==> config.mk <==
export PLATFORM = sky130hd
export DESIGN_NAME = uart_rx_fifo
export DESIGN_NICKNAME = d
export VERILOG_FILES = /design/src/rtl/uart_pkg.sv /design/src/rtl/fifo_sync.sv /design/src/rtl/uart_rx_fifo.sv
export SDC_FILE = /design/constraint.sdc
export NUM_CORES = 1
export LEC_CHECK = 0
export CAP_MARGIN = 40
export CORE_MARGIN = 2
export CORE_UTILIZATION = 60
export DETAILED_ROUTE_END_ITERATION = 10
export PLACE_DENSITY_LB_ADDON = 0.15
export SLEW_MARGIN = 10
export SYNTH_ARGS = -nofsm -noshare
export SYNTH_HDL_FRONTEND = slang
export SYNTH_SLANG_ARGS = --single-unit
export TNS_END_PERCENT = 30
==> constraint.sdc <==
create_clock -name sysclk -period 4.6 [get_ports sysclk]
set_input_delay 0.92 -clock sysclk [delete_from_list [all_inputs] [get_ports sysclk]]
set_output_delay 0.92 -clock sysclk [all_outputs]
set_load 0.01 [all_outputs]
==> src/rtl/uart_pkg.sv <==
// Shared UART constants, receiver state encoding and baud arithmetic.
package uart_pkg;

    localparam int PARITY_NONE = 0;
    localparam int PARITY_EVEN = 1;
    localparam int PARITY_ODD  = 2;

    typedef enum logic [2:0] {
        WAIT_IDLE = 3'd0,
        IDLE      = 3'd1,
        START     = 3'd2,
        DATA      = 3'd3,
        PARITY    = 3'd4,
        STOP      = 3'd5
    } rx_state_t;

    function automatic int cycles_per_bit(input int clk_freq, input int baud_rate);
        return clk_freq / baud_rate;
    endfunction

endpackage

==> src/rtl/fifo_sync.sv <==
// Single-clock first-word-fall-through FIFO with occupancy count.
module fifo_sync #(
    parameter int DEPTH = 16,
    parameter int WIDTH = 10
) (
    input  logic                       clk,
    input  logic                       srst,
    input  logic                       wr_en,
    input  logic [WIDTH-1:0]           wr_data,
    input  logic                       rd_en,
    output logic [WIDTH-1:0]           rd_data,
    output logic                       rd_valid,
    output logic                       full,
    output logic [$clog2(DEPTH+1)-1:0] count
);
    localparam int AW = $clog2(DEPTH);
    localparam int CW = $clog2(DEPTH+1);

    logic [WIDTH-1:0] mem [DEPTH];
    logic [AW-1:0]    wr_ptr_reg, rd_ptr_reg, rd_ptr_next;
    logic [CW-1:0]    count_reg, count_next;
    logic [WIDTH-1:0] head_reg;
    logic             pop, push, bypass;

    assign pop         = rd_en && (count_reg != '0);
    assign push        = wr_en && ((count_reg != CW'(DEPTH)) || pop);
    assign rd_ptr_next = pop ? rd_ptr_reg + 1'b1 : rd_ptr_reg;
    // The written word becomes the new head only when nothing older remains.
    assign bypass      = push && ((count_reg == '0) || ((count_reg == CW'(1)) && pop));

    always_comb begin
        count_next = count_reg;
        if (push && !pop) begin
            count_next = count_reg + 1'b1;
        end else if (pop && !push) begin
            count_next = count_reg - 1'b1;
        end
    end

    always_ff @(posedge clk) begin
        if (push) begin
            mem[wr_ptr_reg] <= wr_data;
        end
    end

    always_ff @(posedge clk) begin
        if (srst) begin
            wr_ptr_reg <= '0;
            rd_ptr_reg <= '0;
            count_reg  <= '0;
            head_reg   <= '0;
        end else begin
            if (push) begin
                wr_ptr_reg <= wr_ptr_reg + 1'b1;
            end
            rd_ptr_reg <= rd_ptr_next;
            count_reg  <= count_next;
            head_reg   <= bypass ? wr_data : mem[rd_ptr_next];
        end
    end

    assign rd_valid = (count_reg != '0);
    assign rd_data  = rd_valid ? head_reg : '0;
    assign full     = (count_reg == CW'(DEPTH));
    assign count    = count_reg;

endmodule

==> src/rtl/uart_rx_fifo.sv <==
// Configurable UART receiver; each frame is queued with its parity/framing flags.
module uart_rx_fifo
    import uart_pkg::*;
#(
    parameter int CLK_FREQ    = 12_000_000,
    parameter int BAUD_RATE   = 38_400,
    parameter int DATA_BITS   = 8,
    parameter int PARITY_MODE = 1,
    parameter int STOP_BITS   = 1,
    parameter int FIFO_DEPTH  = 16
) (
    input  logic                            sysclk,
    input  logic                            rst,
    input  logic                            uart_txd_in,
    output logic [DATA_BITS-1:0]            rd_data,
    output logic                            rd_perr,
    output logic                            rd_ferr,
    output logic                            rd_valid,
    input  logic                            rd_ready,
    output logic [$clog2(FIFO_DEPTH+1)-1:0] count,
    output logic                            overflow,
    input  logic                            clear_err
);
    localparam int CYCLES_PER_BIT = cycles_per_bit(CLK_FREQ, BAUD_RATE);
    localparam int SAMPLE_POINT   = CYCLES_PER_BIT / 2;
    localparam int TW             = $clog2(CYCLES_PER_BIT);
    localparam int BW             = $clog2(DATA_BITS+1);

    logic                 sync1_reg, rxs_reg;
    rx_state_t            state_reg, state_next;
    logic [TW-1:0]        tick_reg, tick_next;
    logic [BW-1:0]        bitcnt_reg, bitcnt_next;
    logic [DATA_BITS-1:0] shift_reg, shift_next;
    logic                 perr_reg, perr_next, ferr_reg, ferr_next;
    logic                 overflow_reg;
    logic                 tick_zero, frame_done, parity_exp, fifo_full, pop, drop;
    logic [DATA_BITS+1:0] fifo_rd;

    assign tick_zero  = (tick_reg == '0);
    assign parity_exp = (PARITY_MODE == PARITY_ODD) ? ~^shift_reg : ^shift_reg;

    always_comb begin
        state_next  = state_reg;
        tick_next   = tick_reg;
        bitcnt_next = bitcnt_reg;
        shift_next  = shift_reg;
        perr_next   = perr_reg;
        ferr_next   = ferr_reg;
        frame_done  = 1'b0;
        case (state_reg)
            WAIT_IDLE: if (rxs_reg) state_next = IDLE;
            IDLE: begin
                if (!rxs_reg) begin
                    tick_next  = TW'(SAMPLE_POINT - 1);
                    state_next = START;
                end
            end
            START: begin
                if (!tick_zero) begin
                    tick_next = tick_reg - 1'b1;
                end else if (rxs_reg) begin
                    state_next = IDLE;
                end else begin
                    tick_next   = TW'(CYCLES_PER_BIT - 1);
                    bitcnt_next = '0;
                    perr_next   = 1'b0;
                    ferr_next   = 1'b0;
                    state_next  = DATA;
                end
            end
            DATA: begin
                if (!tick_zero) begin
                    tick_next = tick_reg - 1'b1;
                end else begin
                    shift_next = {rxs_reg, shift_reg[DATA_BITS-1:1]};
                    tick_next  = TW'(CYCLES_PER_BIT - 1);
                    if (bitcnt_reg == BW'(DATA_BITS - 1)) begin
                        bitcnt_next = '0;
                        state_next  = (PARITY_MODE != PARITY_NONE) ? PARITY : STOP;
                    end else begin
                        bitcnt_next = bitcnt_reg + 1'b1;
                    end
                end
            end
            PARITY: begin
                if (!tick_zero) begin
                    tick_next = tick_reg - 1'b1;
                end else begin
                    perr_next  = (rxs_reg != parity_exp);
                    tick_next  = TW'(CYCLES_PER_BIT - 1);
                    state_next = STOP;
                end
            end
            STOP: begin
                if (!tick_zero) begin
                    tick_next = tick_reg - 1'b1;
                end else begin
                    tick_next = TW'(CYCLES_PER_BIT - 1);
                    if (!rxs_reg) ferr_next = 1'b1;
                    // Leave at mid-stop so a back-to-back start edge is not missed.
                    if (bitcnt_reg == BW'(STOP_BITS - 1)) begin
                        frame_done = 1'b1;
                        state_next = ferr_next ? WAIT_IDLE : IDLE;
                    end else begin
                        bitcnt_next = bitcnt_reg + 1'b1;
                    end
                end
            end
            default: state_next = WAIT_IDLE;
        endcase
    end

    always_ff @(posedge sysclk) begin
        if (rst) begin
            sync1_reg  <= 1'b1;
            rxs_reg    <= 1'b1;
            state_reg  <= WAIT_IDLE;
            tick_reg   <= '0;
            bitcnt_reg <= '0;
            shift_reg  <= '0;
            perr_reg   <= 1'b0;
            ferr_reg   <= 1'b0;
        end else begin
            sync1_reg  <= uart_txd_in;
            rxs_reg    <= sync1_reg;
            state_reg  <= state_next;
            tick_reg   <= tick_next;
            bitcnt_reg <= bitcnt_next;
            shift_reg  <= shift_next;
            perr_reg   <= perr_next;
            ferr_reg   <= ferr_next;
        end
    end

    assign pop  = rd_valid && rd_ready;
    assign drop = frame_done && fifo_full && !pop;

    always_ff @(posedge sysclk) begin
        if (rst) begin
            overflow_reg <= 1'b0;
        end else if (drop) begin
            overflow_reg <= 1'b1;
        end else if (clear_err) begin
            overflow_reg <= 1'b0;
        end
    end

    fifo_sync #(
        .DEPTH (FIFO_DEPTH),
        .WIDTH (DATA_BITS + 2)
    ) u_fifo (
        .clk      (sysclk),
        .srst     (rst),
        .wr_en    (frame_done),
        .wr_data  ({ferr_next, perr_reg, shift_reg}),
        .rd_en    (rd_ready),
        .rd_data  (fifo_rd),
        .rd_valid (rd_valid),
        .full     (fifo_full),
        .count    (count)
    );

    assign rd_data  = fifo_rd[DATA_BITS-1:0];
    assign rd_perr  = fifo_rd[DATA_BITS];
    assign rd_ferr  = fifo_rd[DATA_BITS+1];
    assign overflow = overflow_reg;

endmodule

==> run_results.csv <==
group,metric,value,unit
outcome,status,"complete, no violations",
global_routing,grt_usage,0.269,
drt,num_vias,7441,
cts,clk_latency,0.51,ns
floorplan,die_x,134,um
sta,setup_tns,0,ns
floorplan,io_pins,22,
sta,rsz0062_at_grt,"no",
yosys,synth_edf_count,160,
yosys,yosys-top-cells-count,"edfxtp_1 (160), mux2i_1 (63), a21oi_1 (58)",
setup_path,worstPathCellList,"inv_1, ha_1, nor4b_4, inv_2, and2_1, clkdlybuf4s50_1",
cts,ctsHoldBuffers,0,
yosys,synth.largest_area_cell,"edfxtp_1",
placement,portBuffers,21,
drt,drtIter0Drc,803,
floorplan,core_area,16600,um2
cts,clockBufferDepth,3,
setup_path,slowest_stage,"clkdlybuf4s50_1",
yosys,syn_nets,879,
setup_path,crit_buf_inv,3,
cells_and_area,final_core_util,0.687,
power,power_switching,2.21,mW
yosys,synth_cell_types,65,
drt,drt-wirelength-per-cell,21.7,um
global_routing,grt_max_degree,59,
setup_path,crit_type,"register to output pin",
yosys,synthArstFlopShare,0,
sta,fmax,285,MHz
floorplan,die-height,134,um
power,power_density,554,nW/um2
floorplan,num_rows,47,
cts,cts_root_buf,"clkbuf_16",
cts,ctsHtreeMaxLevel,1,
placement,post-dp-hpwl,14900,um
sta,max_slew_margin,0.369,
cells_and_area,syn2layout_area_growth,11.8,%
cells_and_area,layout-drive-gt1-share,0.0949,
sta,max_slew.worst_pin.slew,0.945,ns
drt,detail-route-antenna-nets,0,
yosys,synth_top_area_frac,0.472,
yosys,synth_area,10200,um2
cts,cts_made_buffers,22,
drt,drc_errors,0,
global_routing,grt-ovfl-total,0,
power,switching_share,0.350,
power,p_int,4.10,mW
worst_hold_path,hp-class,"register to register",
power,p_leak,3.73,nW
cts,clk_pin_slew_worst_paths,0.06,ns
sta,final-max-slew-violation-count,0,
yosys,yosys_warnings,0,
placement,gp_congestion,0.828,
cells_and_area,final_nets,889,
sta,period_share,0.763,
sta,skew,0.0103,ns
drt,finalWirelength,24000,um
yosys,ys_ff_latch,212,
yosys,yosysMostFrequentCell,"edfxtp_1",
sta,fin_crit,3.51,ns
floorplan,die-area,18000,um2
cts,cts_sinks,212,
drt,vias_per_cell,6.73,
setup_path,arrival,2.59,ns
setup_path,critPathRequiredTime,3.68,ns
sta,finalHoldViolations,0,
yosys,ys_seq_area_frac,0.574,
global_routing,grt_pass1_vias,7188,
flow_run,maxCapViolCount,0,
setup_path,worst_setup_path_end_kind,"output pin",
drt,dr.pass1.iters,5,
setup_path,critPathMaxStageDelay,0.47,ns
setup_path,start_kind,"register",
setup_path,cp_max_fo,19,
setup_path,reg2reg_slack,1.14,ns
power,p_clk_frac,0.277,
yosys,synthTopCellsByArea,"edfxtp_1 (47%), dfxtp_1 (10%), mux2i_1 (6.2%)",
sta,setup_viol,0,
setup_path,critPathTopFamily,"buffers and inverters",
yosys,syn_avg_cell_area,11.9,um2
power,seq_power_share,0.362,
power,ir_worst_vdd,0.000642,V
yosys,synth_ff_type,"edfxtp_1",
cells_and_area,largest_reg_flops,160,
global_routing,antenna_found_initial,0,
yosys,syn_inst,859,
floorplan,start_util,0.614,
cts,cts_tree,"done",
cts,post_cts_resized,0,
global_routing,grt_pass1_wl,38100,um
cts,postCtsSetupBuffers,0,
cells_and_area,n_antenna_cell,0,
power,p_comb_frac,0.361,
-- logic make-up (layout without fill, tap and decap cells) --
logic type,after synthesis,after routing,synth area share
AOI/OAI and AO/OA,286,286,0.204
DFF,212,212,0.574
and+or+nand+nor,174,174,0.0892
buffers and inverters,89,115,0.0349
muxes,64,64,0.0634
xor gates and xnor gates,19,19,0.0163
adders and majority gates,15,15,0.0184
-- area by class of cell --
| cell class | count | area [um2] |
|---|---|---|
| clock buffers | 25 | 593 |
| clock inverters | 15 | 119 |
| fillers | 1155 | 5200 |
| inverters | 21 | 78.8 |
| multi-input cells | 558 | 4000 |
| flip-flops and latches | 212 | 5850 |
| well taps | 220 | 275 |
| repair buffers | 54 | 469 |
-- final timing paths --
check             cells after the start                 to             from
setup / recovery                      6         rd_data[5]  u_fifo.count[0]
hold / removal                        1            rxs_reg        sync1_reg
setup reg to reg                      7  u_fifo.mem[15][1]      tick_reg[0]
hold reg to reg                       1            rxs_reg        sync1_reg
-- metal layers --
| layer | GRT usage | vias up | wire (um) |
|---|---|---|---|
| met5 | 0 | - | 0 |
| li1 | - | 3404 | - |
| met1 | 0.367 | 3676 | 10200 |
| met2 | 0.437 | 309 | 11400 |
| met4 | 0.108 | 0 | 728 |
| met3 | 0.0408 | 52 | 1760 |
-- stage by stage --
| stage | power, mW | hold slack [ns] | instances | cell area [um2] | setup WS, ns |
|---|---|---|---|---|---|
| after global routing | 6.63 | 0.437 | 1105 | 11400 | 0.937 |
| final | 6.31 | 0.426 | 1105 | 11400 | 1.09 |
| after floorplan | 4.00 | 0.389 | 859 | 10200 | 1.33 |
| after CTS | 6.30 | 0.429 | 1102 | 11300 | 1.09 |
| after global placement | 4.48 | 0.396 | 1057 | 10600 | 0.889 |
| after detailed placement | 4.56 | 0.411 | 1062 | 10600 | 0.809 |
-- power groups by stage --
| stage | sequential (mW) | combinational (mW) | clock, mW |
|---|---|---|---|
| 3_5_place_dp | 2.32 | 2.24 | 0 |
| 2_1_floorplan | 2.24 | 1.76 | 0 |
| 4_1_cts | 2.28 | 2.25 | 1.77 |
| 5_1_grt | 2.30 | 2.48 | 1.85 |
| 6_report | 2.28 | 2.28 | 1.75 |
| 3_3_place_gp | 2.31 | 2.17 | 0 |
-- layout by cell type (no fill, tap or decap), types with 23 or more instances in the layout --
master / synthesis / layout
edfxtp_1: 160 / 160
mux2i_1: 63 / 63
a21oi_1: 58 / 57
dfxtp_1: 52 / 51
nor2_1: 46 / 46
nand2_1: 41 / 41
a22oi_1: 39 / 39
a221o_1: 38 / 38
o21ai_0: 32 / 31
buf_4: 1 / 29
a221oi_1: 26 / 26
clkbuf_16: 0 / 23
-- worst reg2reg max path: stages (launching register included) --
cell and delay [ns]:
dfxtp_1 0.35, inv_1 0.07, ha_1 0.17, or3b_1 0.47, or4_4 0.65, nor3b_4 0.44
nand2_1 0.25, nor2_1 0.68
Note: power is estimated with default switching activity, not from simulation.
